`src/rtl/rosc_sample_buffer.sv`:
```
// rosc_sample_buffer: captures ROSC readings into a small FIFO, acknowledges the
// ROSC through a level handshake, and keeps running min/max/count statistics.
// When the FIFO is full the block withholds the acknowledge so the ROSC idles
// with its value held; samples are never dropped.
module rosc_sample_buffer #(
    parameter int Depth      = 8,
    parameter int AckTimeout = 255
) (
    input  logic                   Clk,
    input  logic                   ResetN,
    input  logic [15:0]            ROSCReading,
    input  logic [2:0]             ErrorCode,
    input  logic                   ROSCValReady,
    output logic                   CPUReadComplete,
    input  logic                   PopReq,
    output logic [15:0]            PopData,
    output logic [2:0]             PopErr,
    output logic                   PopValid,
    output logic [$clog2(Depth):0] Count,
    output logic                   Empty,
    output logic                   Full,
    output logic [15:0]            MinReading,
    output logic [15:0]            MaxReading,
    output logic [15:0]            SampleCount,
    output logic                   StickyErr,
    output logic                   AckTimeoutErr,
    input  logic                   ClearStats
);

    localparam int PtrW = $clog2(Depth);
    localparam int CntW = PtrW + 1;
    localparam logic [7:0]      ACK_LIMIT = 8'(AckTimeout);
    localparam logic [CntW-1:0] DEPTH_CNT = CntW'(Depth);

    typedef enum logic [1:0] {
        IDLE    = 2'd0,
        CAPTURE = 2'd1,
        ACK     = 2'd2
    } state_t;

    state_t            state_r;
    logic [7:0]        ack_cnt_r;
    logic [18:0]       mem_r [Depth];
    logic [PtrW-1:0]   wr_ptr_r;
    logic [PtrW-1:0]   rd_ptr_r;

    logic              push_s;
    logic              pop_s;
    logic              timeout_s;
    logic [7:0]        ack_cnt_inc_s;
    logic [CntW-1:0]   count_nxt_s;
    logic [15:0]       min_base_s;
    logic [15:0]       max_base_s;
    logic [15:0]       sc_base_s;
    logic              sticky_base_s;
    logic              to_base_s;
    logic [15:0]       min_nxt_s;
    logic [15:0]       max_nxt_s;
    logic [15:0]       sc_nxt_s;
    logic              sticky_nxt_s;
    logic              to_nxt_s;

    // The push happens in the single CAPTURE cycle; Empty is the registered flag.
    assign push_s        = (state_r == CAPTURE);
    assign pop_s         = PopReq & ~Empty;
    assign ack_cnt_inc_s = ack_cnt_r + 8'd1;
    assign timeout_s     = (state_r == ACK) & ROSCValReady & (ack_cnt_inc_s == ACK_LIMIT);

    // Next FIFO occupancy from the push/pop pair of this cycle.
    always_comb begin
        count_nxt_s = Count;
        case ({push_s, pop_s})
            2'b10:   count_nxt_s = Count + CntW'(1);
            2'b01:   count_nxt_s = Count - CntW'(1);
            default: count_nxt_s = Count;
        endcase
    end

    // Statistics next-state: a coincident clear is applied first, then the new sample.
    always_comb begin
        if (ClearStats) begin
            min_base_s    = 16'hFFFF;
            max_base_s    = 16'h0000;
            sc_base_s     = 16'h0000;
            sticky_base_s = 1'b0;
            to_base_s     = 1'b0;
        end else begin
            min_base_s    = MinReading;
            max_base_s    = MaxReading;
            sc_base_s     = SampleCount;
            sticky_base_s = StickyErr;
            to_base_s     = AckTimeoutErr;
        end

        min_nxt_s    = min_base_s;
        max_nxt_s    = max_base_s;
        sc_nxt_s     = sc_base_s;
        sticky_nxt_s = sticky_base_s;
        to_nxt_s     = to_base_s;

        if (push_s) begin
            if (sc_base_s != 16'hFFFF) begin
                sc_nxt_s = sc_base_s + 16'd1;
            end else begin
                sc_nxt_s = sc_base_s;
            end
            if (ErrorCode == 3'd0) begin
                if (ROSCReading < min_base_s) begin
                    min_nxt_s = ROSCReading;
                end else begin
                    min_nxt_s = min_base_s;
                end
                if (ROSCReading > max_base_s) begin
                    max_nxt_s = ROSCReading;
                end else begin
                    max_nxt_s = max_base_s;
                end
            end else begin
                sticky_nxt_s = 1'b1;
            end
        end else begin
            sc_nxt_s = sc_base_s;
        end

        if (timeout_s) begin
            to_nxt_s = 1'b1;
        end else begin
            to_nxt_s = to_base_s;
        end
    end

    // Handshake FSM with registered acknowledge and ACK timeout counter.
    always_ff @(posedge Clk or negedge ResetN) begin
        if (!ResetN) begin
            state_r         <= IDLE;
            CPUReadComplete <= 1'b0;
            ack_cnt_r       <= 8'd0;
        end else begin
            case (state_r)
                IDLE: begin
                    CPUReadComplete <= 1'b0;
                    ack_cnt_r       <= 8'd0;
                    if (ROSCValReady && !Full) begin
                        state_r <= CAPTURE;
                    end else begin
                        state_r <= IDLE;
                    end
                end
                CAPTURE: begin
                    state_r         <= ACK;
                    CPUReadComplete <= 1'b1;
                    ack_cnt_r       <= 8'd0;
                end
                ACK: begin
                    if (!ROSCValReady || timeout_s) begin
                        state_r         <= IDLE;
                        CPUReadComplete <= 1'b0;
                        ack_cnt_r       <= 8'd0;
                    end else begin
                        state_r         <= ACK;
                        CPUReadComplete <= 1'b1;
                        ack_cnt_r       <= ack_cnt_inc_s;
                    end
                end
                default: begin
                    state_r         <= IDLE;
                    CPUReadComplete <= 1'b0;
                    ack_cnt_r       <= 8'd0;
                end
            endcase
        end
    end

    // FIFO storage write; contents are discarded on reset through the pointers.
    always_ff @(posedge Clk) begin
        if (push_s) begin
            mem_r[wr_ptr_r] <= {ErrorCode, ROSCReading};
        end else begin
            mem_r[wr_ptr_r] <= mem_r[wr_ptr_r];
        end
    end

    // FIFO pointers, occupancy and registered Empty/Full flags.
    always_ff @(posedge Clk or negedge ResetN) begin
        if (!ResetN) begin
            wr_ptr_r <= '0;
            rd_ptr_r <= '0;
            Count    <= '0;
            Empty    <= 1'b1;
            Full     <= 1'b0;
        end else begin
            if (push_s) begin
                wr_ptr_r <= wr_ptr_r + PtrW'(1);
            end else begin
                wr_ptr_r <= wr_ptr_r;
            end
            if (pop_s) begin
                rd_ptr_r <= rd_ptr_r + PtrW'(1);
            end else begin
                rd_ptr_r <= rd_ptr_r;
            end
            Count <= count_nxt_s;
            Empty <= (count_nxt_s == {CntW{1'b0}});
            Full  <= (count_nxt_s == DEPTH_CNT);
        end
    end

    // Pop port: one-cycle latency, data held while no pop is in progress.
    always_ff @(posedge Clk or negedge ResetN) begin
        if (!ResetN) begin
            PopValid <= 1'b0;
            PopData  <= 16'h0000;
            PopErr   <= 3'd0;
        end else begin
            if (pop_s) begin
                PopValid          <= 1'b1;
                {PopErr, PopData} <= mem_r[rd_ptr_r];
            end else begin
                PopValid <= 1'b0;
                PopData  <= PopData;
                PopErr   <= PopErr;
            end
        end
    end

    // Running statistics and sticky error flags.
    always_ff @(posedge Clk or negedge ResetN) begin
        if (!ResetN) begin
            MinReading    <= 16'hFFFF;
            MaxReading    <= 16'h0000;
            SampleCount   <= 16'h0000;
            StickyErr     <= 1'b0;
            AckTimeoutErr <= 1'b0;
        end else begin
            MinReading    <= min_nxt_s;
            MaxReading    <= max_nxt_s;
            SampleCount   <= sc_nxt_s;
            StickyErr     <= sticky_nxt_s;
            AckTimeoutErr <= to_nxt_s;
        end
    end

endmodule
```
`config.mk`:
```
export PLATFORM = sky130hd
export DESIGN_NAME = rosc_sample_buffer
export DESIGN_NICKNAME = d
export VERILOG_FILES = /design/src/rtl/rosc_sample_buffer.sv
export SDC_FILE = /design/constraint.sdc
export NUM_CORES = 1
export LEC_CHECK = 0
export BUFFER_PORTS_ARGS = -buffer_cell sky130_fd_sc_hd__clkbuf_2
export CORE_MARGIN = 1
export CORE_UTILIZATION = 50
export DETAILED_ROUTE_END_ITERATION = 16
export GPL_ROUTABILITY_DRIVEN = 0
export GPL_TIMING_DRIVEN = 1
export PLACE_DENSITY_LB_ADDON = 0.12
export SLEW_MARGIN = 10
export SYNTH_ARGS = -nofsm -noshare
export SYNTH_HDL_FRONTEND = slang
export SYNTH_SLANG_ARGS = --single-unit
```
`constraint.sdc`:
```
create_clock -name Clk -period 6 [get_ports Clk]
set_input_delay 1.5 -clock Clk [delete_from_list [all_inputs] [get_ports Clk]]
set_output_delay 1.5 -clock Clk [all_outputs]
set_load 0.05 [all_outputs]
```
==> impl_results.md, run 1 <==
* Vias at between 6000 and 7000
* Insertion delay to the later sink of the worst-skew pair at 0.51 ns
* Post-Route WL at 21410 microns
* Synth warn at 0
* Multi-input logic area at 3334 sq um
* Setup slack after layout at 2.032 ns
* Synth-to-Final Area Change at 15.64%
* Worst hold path depth at 1
* Pre-CTS setup slack at 1.497 ns
* Layout cells sized above 1 at 0.2616
* DR WL met3 at roughly 870 microns
* Post-cts resize count at 0
* Crit path cell chain: clkbuf_2 -> nor2_1 -> ha_1 -> o211a_1 -> o31ai_2 -> a21oi_1 -> a211o_1 -> a2111oi_4 -> buf_4 -> mux2i_1
* TritonCTS clock tree: yes
* Critical R2R Launch: state_r[1]$_DFF_PN0_
* First-pass GRT wire length at 34580 microns
* I/O pin cnt at 101
* Setup TNS Final at 0 ns
* Hold Path Origin: Full$_DFF_PN0_
* Die Ht at 146.4 microns
* Core box area at 20360 sq um
* Register area share after synthesis at 0.6627
* Die X at around 150 microns
* Site Rows at 52
* Top cells by area, synth: edfxtp_1 (44%), dfrtp_1 (18%), mux4_2 (8.2%)
* Worst-path maximum fanout at 36
* Cells after Synth at roughly 680
* Hold EP: state_r[0]$_DFF_PN0_
* M1 WL at ~10000 microns
* Syn Area/Cell at 15.32 sq um
* Skew final at 0.01031 ns
* Switching Share at 0.3306
* Setup Buffers After CTS at 0
* Startpoint types: primary input
* RR Endpoint: Full$_DFF_PN0_
* Met2 routed WL at 10170 microns
* Total power per unit cell area at 419.0 nW/um^2
* Leakage at 4.899 nW
* Largest net degree at the start of global routing at 48
* Seq cells post-synth at 245
* Endpoints failing hold at 0
* Cts bufs inserted at 25
* Fin. max-slew vios at 0
* Number of port buffers at 100
* Final Net Count at 866
* Most frequent cells after synthesis: edfxtp_1 (152), dfrtp_1 (76), nand2_1 (57)
* Max stage delay on crit path at 0.57 ns
* Reg power frac at 0.428
* 1st-pass router iterations at 4
* CTS Root Cell: clkbuf_16
* Least-Margin Pin Slew at 0.7993 ns
* Critical Path AT at 4.40 ns
* Drt wl/cell at just under 20 microns
* Clock share of power at 0.286
* DR top layer: met4
* N_diodes at 0
* Hold-fix buffers, CTS at 0
* Hold crit path type: flop to flop
* Leading area contributor after synthesis: edfxtp_1
* H-tree levels at 1
* Filler cells at 1569
* Initial antenna violation count at 0
* DRC Markers at 0
* VDD IR max at 0.1874 mV
* Total of max-cap violations at 0
* Storage element area at 6914 sq um
* Psw at 1.671 mW
* Slowest cell on crit path: clkbuf_2
* CTS clk-pin slew, worst paths at 0.06 ns
* Minimum clock period at 3.968 ns
* Outcome: complete, no violations
* Rel. slew slack at 0.4671
* Share of the synthesized area in the top cell type at 0.4376
* Worst setup EP type: flop
* Cell variety after synth at 45
* Internal power at 3.383 mW
* Sink Count at 245
* Number of global-route vias before repair at 6380
* Max Freq at 252.0 MHz
* Total Routing Usage GR at 0.2071
* Syn nets at ~750
* R2r worst-path depth at 11
* Top FF cell, synth: edfxtp_1
* Unrepaired setup endpoints after global routing: no
* Overflow after GRT at 0
* Synthesized area at between 10000 and 15000 sq um
* R2r setup slk at 3.08 ns
* Initial core utilization at 0.5122
* 1st-iter DRT viols at roughly 360
* Count leader, synth: edfxtp_1
* Number of flops mapped to enable cells by yosys at approximately 150
* Min Hold Slack at between 0.4 and 0.5 ns
* Tcrit/Tclk final at 0.6613
* Final antenna-violating net count at 0
* Total die area at 21440 sq um
* Final Setup Violations at 0
* Combinational Power Share at 0.286
* Asr flop ratio synth at 0.3796
* Vias/cell at 5.549
* Dpl hpwl at ~14000 microns
* Setup CP Type: primary input to flop
* CTS max path bufs at 3
* CP required at 6.43 ns
==> routing by layer <==
metal | vias to the layer above | global-route usage
met4 | 0 | 0.05000
met5 | - | 0
met1 | 3087 | 0.2940
met3 | 28 | 0.02844
met2 | 134 | 0.3405
li1 | 2788 | -
==> per-stage QoR <==
step | cells | util | power (mW) | cell area (sq um)
after global routing | 1088 | 0.5923 | 5.296 | 12060
final | 1088 | 0.5923 | 5.054 | 12060
after floorplan | 681 | - | 3.274 | 10430
after global placement | 1042 | 0.5551 | 3.630 | 11300
after CTS | 1088 | 0.5923 | 5.109 | 12060
after detailed placement | 1042 | 0.5551 | 3.669 | 11300
==> cell usage in the layout (no fill, tap or decap), drive strengths merged, types with 9 or more instances in the layout <==
| master | instances |
|---|---|
| edfxtp | 152 |
| ha | 42 |
| dfstp | 17 |
| nand4 | 13 |
| xnor2 | 9 |
| buf | 16 |
| clkinv | 10 |
| inv | 28 |
| mux2i | 52 |
| dfrtp | 76 |
| mux4 | 38 |
| xor2 | 14 |
| a21oi | 16 |
| o21ai | 30 |
| nor2 | 45 |
| clkbuf | 132 |
| nand2 | 57 |
| nand3 | 9 |
==> worst max-delay path by stage <==
stage | startpoint | endpoint | slack (ns) | cells after the start
after floorplan | ClearStats | MinReading[10]$_DFF_PN1_ | 1.71 | 12
after global placement | ClearStats | MaxReading[12]$_DFF_PN0_ | 1.60 | 11
after detailed placement | ClearStats | MaxReading[9]$_DFF_PN0_ | 1.50 | 11
after CTS | ClearStats | MaxReading[9]$_DFF_PN0_ | 2.03 | 11
after global routing | ClearStats | MaxReading[9]$_DFF_PN0_ | 1.73 | 11
final | ClearStats | MinReading[1]$_DFF_PN1_ | 2.03 | 10
==> kinds of logic (layout without fill, tap and decap cells) <==
group                      count (synthesis)  in the layout  synth area share
muxes                                     93             93            0.1352
DFF                                      245            245            0.6627
xor gates and xnor gates                  23             23           0.01931
and+or+nand+nor                          161            161           0.07197
AOI/OAI and AO/OA                         65             65           0.03875
adders and majority gates                 43             43           0.05230
buffers and inverters                     51            188           0.01979
==> power groups by stage <==
stage               Sequential, mW  Combinational [mW]  Clock, mW
floorplan                     2.51               0.767          0
global placement              2.19                1.44          0
detailed placement            2.20                1.47          0
CTS                           2.17                1.47       1.47
global route                  2.19                1.57       1.54
finish                        2.16                1.45       1.44
==> registers in the layout, summed over array words and instances, names as in the netlist, 2 cells and up <==
name / cells
SampleCount: 16
PopErr: 3
Count: 4
rd_ptr_r: 3
wr_ptr_r: 3
state_r: 2
ack_cnt_r: 8
PopData: 16
MinReading: 16
mem_r: 152
MaxReading: 16
==> worst max-delay path, delay by kind of cell <==
family / cells / cell delay (ns)
buffers and inverters: 2 / 0.91
AO/OA/AOI/OAI: 5 / 1.27
AND/OR/NAND/NOR: 1 / 0.14
adder cells (fa/ha/maj): 1 / 0.31
multiplexers: 1 / 0.23
==> cell type report <==
class	instances	share of cell area
Sequential cell	245	0.5732
Multi-Input combinational cell	385	0.2764
Clock buffer	33	0.05549
Timing Repair Buffer	115	0.05103
Tap cell	270	0.02801
Inverter	27	0.008402
Clock inverter	13	0.007468
Note: power is estimated with default switching activity, not from simulation.
==> inputs of run 2 (changes only) <==
Clock period 6 ns to 3.3 ns, I/O delays scaled along.
==> run 2 against run 1 <==
Register-to-register slack got worse by 2.4 ns. Sequential power rose by 85%. Clock power rose by 92%. Utilization rose by 0.74 points. Critical path depth rose by 1. Largest cell class unchanged.
==> impl_results.md, run 2 (synthesis results as in run 1) <==
* Outcome: complete, no violations
* Dpl hpwl at 13980 microns (+0.43%)
* Clock share of power at 0.295 (+0.009)
* Endpoints failing hold at 0 (unchanged)
* Largest net degree at the start of global routing at 50 (+4.2%)
* Layout cells sized above 1 at 0.2762 (+0.01462)
* Max stage delay on crit path at 0.31 ns (-0.26 ns)
* Hold crit path type: primary input to asynchronous set/reset pin
* Total Routing Usage GR at 0.2148 (+0.007740)
* Vias at 6146 (+1.8%)
* Final Setup Violations at 0 (unchanged)
* Least-Margin Pin Slew at 0.6879 ns (-0.1114 ns)
* I/O pin cnt at 101 (unchanged)
* Switching Share at 0.3294 (-0.001267)
* 1st-pass router iterations at 4 (unchanged)
* Initial antenna violation count at 0 (unchanged)
* First-pass GRT wire length at 35520 microns (+2.7%)
* CTS max path bufs at 3 (unchanged)
* VDD IR max at 0.3942 mV (+110%)
* Skew final at 0.01207 ns (+0.001760 ns)
* Post-cts resize count at 0 (unchanged)
* Critical R2R Launch: state_r[1]$_DFF_PN0_
* Insertion delay to the later sink of the worst-skew pair at 0.52 ns (about the same)
* Number of port buffers at 100 (unchanged)
* Max reg flops at 152 (unchanged)
* Psw at 3.090 mW (+85%)
* 1st-iter DRT viols at 334 (-8.0%)
* Minimum clock period at 2.599 ns
* Rel. slew slack at 0.5414 (+0.07428)
* CP required at 3.73 ns (-2.70 ns)
* Total die area at 21440 sq um (unchanged)
* R2r setup slk at 0.70 ns (-2.38 ns)
* RR Endpoint: Full$_DFF_PN0_
* Largest register by flop count: mem_r
* CTS Root Cell: clkbuf_16
* Synth-to-Final Area Change at 17.09%
* Sink Count at 245 (unchanged)
* Cts bufs inserted at 26 (+4.0%)
* CP Buf/Inv Count at 3 (+1)
* Core box area at 20360 sq um (unchanged)
* Die Ht at 146.4 microns (unchanged)
* DRC Markers at 0 (unchanged)
* Drt wl/cell at 19.89 microns (+1.1%)
* Hold-fix buffers, CTS at 0 (unchanged)
* Unrepaired setup endpoints after global routing: no
* R2r worst-path depth at 12 (+1)
* Kind of cell with the highest combined delay on the critical path: compound AO/OA/AOI/OAI gates
* Placed cells at 1051 (+0.86%)
* Slowest cell on crit path: a2111oi_4
* Crit-path most repeated cell: buf_4
* Commonest non-fill, non-tap cell in the layout: edfxtp_1
* Filler cells at 1586 (+1.1%)
* Initial core utilization at 0.5122 (unchanged)
* Internal power at 6.292 mW (+86%)
* Leakage at 4.975 nW (+1.6%)
* Crit path cell chain: clkbuf_2 -> buf_4 -> nor2_2 -> ha_1 -> o211a_1 -> o31ai_2 -> a21oi_1 -> a211o_1 -> a2111oi_4 -> buf_4 -> mux2i_1
* Total of max-cap violations at 0 (unchanged)
* Finished Layout Cells at 1099 (+1.0%)
* Combinational Power Share at 0.280 (-0.006)
* H-tree levels at 1 (unchanged)
* Vias/cell at 5.592 (+0.79%)
* Setup Buffers After CTS at 0 (unchanged)
* Post-Route WL at 21860 microns (+2.1%)
* Overflow after GRT at 0 (unchanged)
* Max Freq at 384.8 MHz
* Die X at 146.4 microns (unchanged)
* Total power per unit cell area at 768.2 nW/um^2 (+83%)
* Tcrit/Tclk final at 0.7874
* Fin. max-slew vios at 0 (unchanged)
* Site Rows at 52 (unchanged)
* Final antenna-violating net count at 0 (unchanged)
* CTS clk-pin slew, worst paths at 0.06 ns (about the same)
* N_diodes at 0 (unchanged)
* Number of global-route vias before repair at 6533 (+2.4%)
* Min Hold Slack at 0.3462 ns (-0.09409 ns)
* Setup TNS Final at 0 ns (unchanged)
* TritonCTS clock tree: yes
* Reg power frac at 0.425 (-0.003)
* Startpoint types: primary input
* Final Net Count at 876 (+1.2%)
* Worst-path maximum fanout at 16 (-56%)
* Most frequent cells in the layout: edfxtp_1 (152), clkbuf_2 (99), dfrtp_1 (75)
* Critical Path AT at 3.03 ns (-1.37 ns)
* Worst setup EP type: flop
* Setup CP Type: primary input to flop
run 2: cell types whose count changed in the layout (fill, tap and decap cells not counted), moves of 2 or more:
cell,previous run,this run
clkinv_1,5,1
clkinvlp_4,1,3
nor3_2,0,2
buf_4,16,23
nor3_4,2,0
clkbuf_8,1,5
buf_12,0,2
clkbuf_16,25,27
run 2: power groups by stage:
stage | clock network [mW] | registers [mW] | logic (mW)
3_5_place_dp | 0 | 4.07 | 2.65
2_1_floorplan | 0 | 4.56 | 1.40
6_report | 2.77 | 3.99 | 2.62
3_3_place_gp | 0 | 4.04 | 2.59
5_1_grt | 2.95 | 4.05 | 2.84
4_1_cts | 2.83 | 4.01 | 2.66
run 2: cell type report:
type	count	area, sq um	area share
Clock buffer	39	770.7	0.06310
Clock inverter	9	57.56	0.004712
Inverter	27	101.3	0.008297
Multi-Input combinational cell	385	3324	0.2722
Sequential cell	245	6914	0.5661
Tap cell	270	337.8	0.02766
Timing Repair Buffer	124	708.2	0.05798
run 2: per-layer routing:
layer	share of wire	vias up	track usage
li1	-	2815	-
met1	0.44	3114	0.2921
met2	0.49	175	0.3562
met3	0.047	42	0.03406
met4	0.022	0	0.06927
met5	0	-	0
run 2: stage by stage:
step / util / power (mW) / worst slack (ns) / area, sq um
2_1_floorplan: - / 5.955 / 0.02235 / 10450
3_3_place_gp: 0.5591 / 6.629 / 0.3148 / 11390
3_5_place_dp: 0.5591 / 6.712 / 0.2053 / 11390
4_1_cts: 0.5998 / 9.494 / 0.7263 / 12210
5_1_grt: 0.5998 / 9.836 / 0.4926 / 12210
6_report: 0.5998 / 9.383 / 0.7015 / 12210
run 2: worst max path at each step:
stage                         startpoint                        to  slack, ns  cells past startpoint
floorplan                     ClearStats  MinReading[10]$_DFF_PN1_       0.02                     12
global placement              ClearStats  MinReading[10]$_DFF_PN1_       0.31                     11
detailed placement            ClearStats  MinReading[15]$_DFF_PN1_       0.21                     11
CTS                           ClearStats  MinReading[15]$_DFF_PN1_       0.73                     11
global route        state_r[1]$_DFF_PN0_            Full$_DFF_PN0_       0.49                     12
finish                        ClearStats  MinReading[15]$_DFF_PN1_       0.70                     11
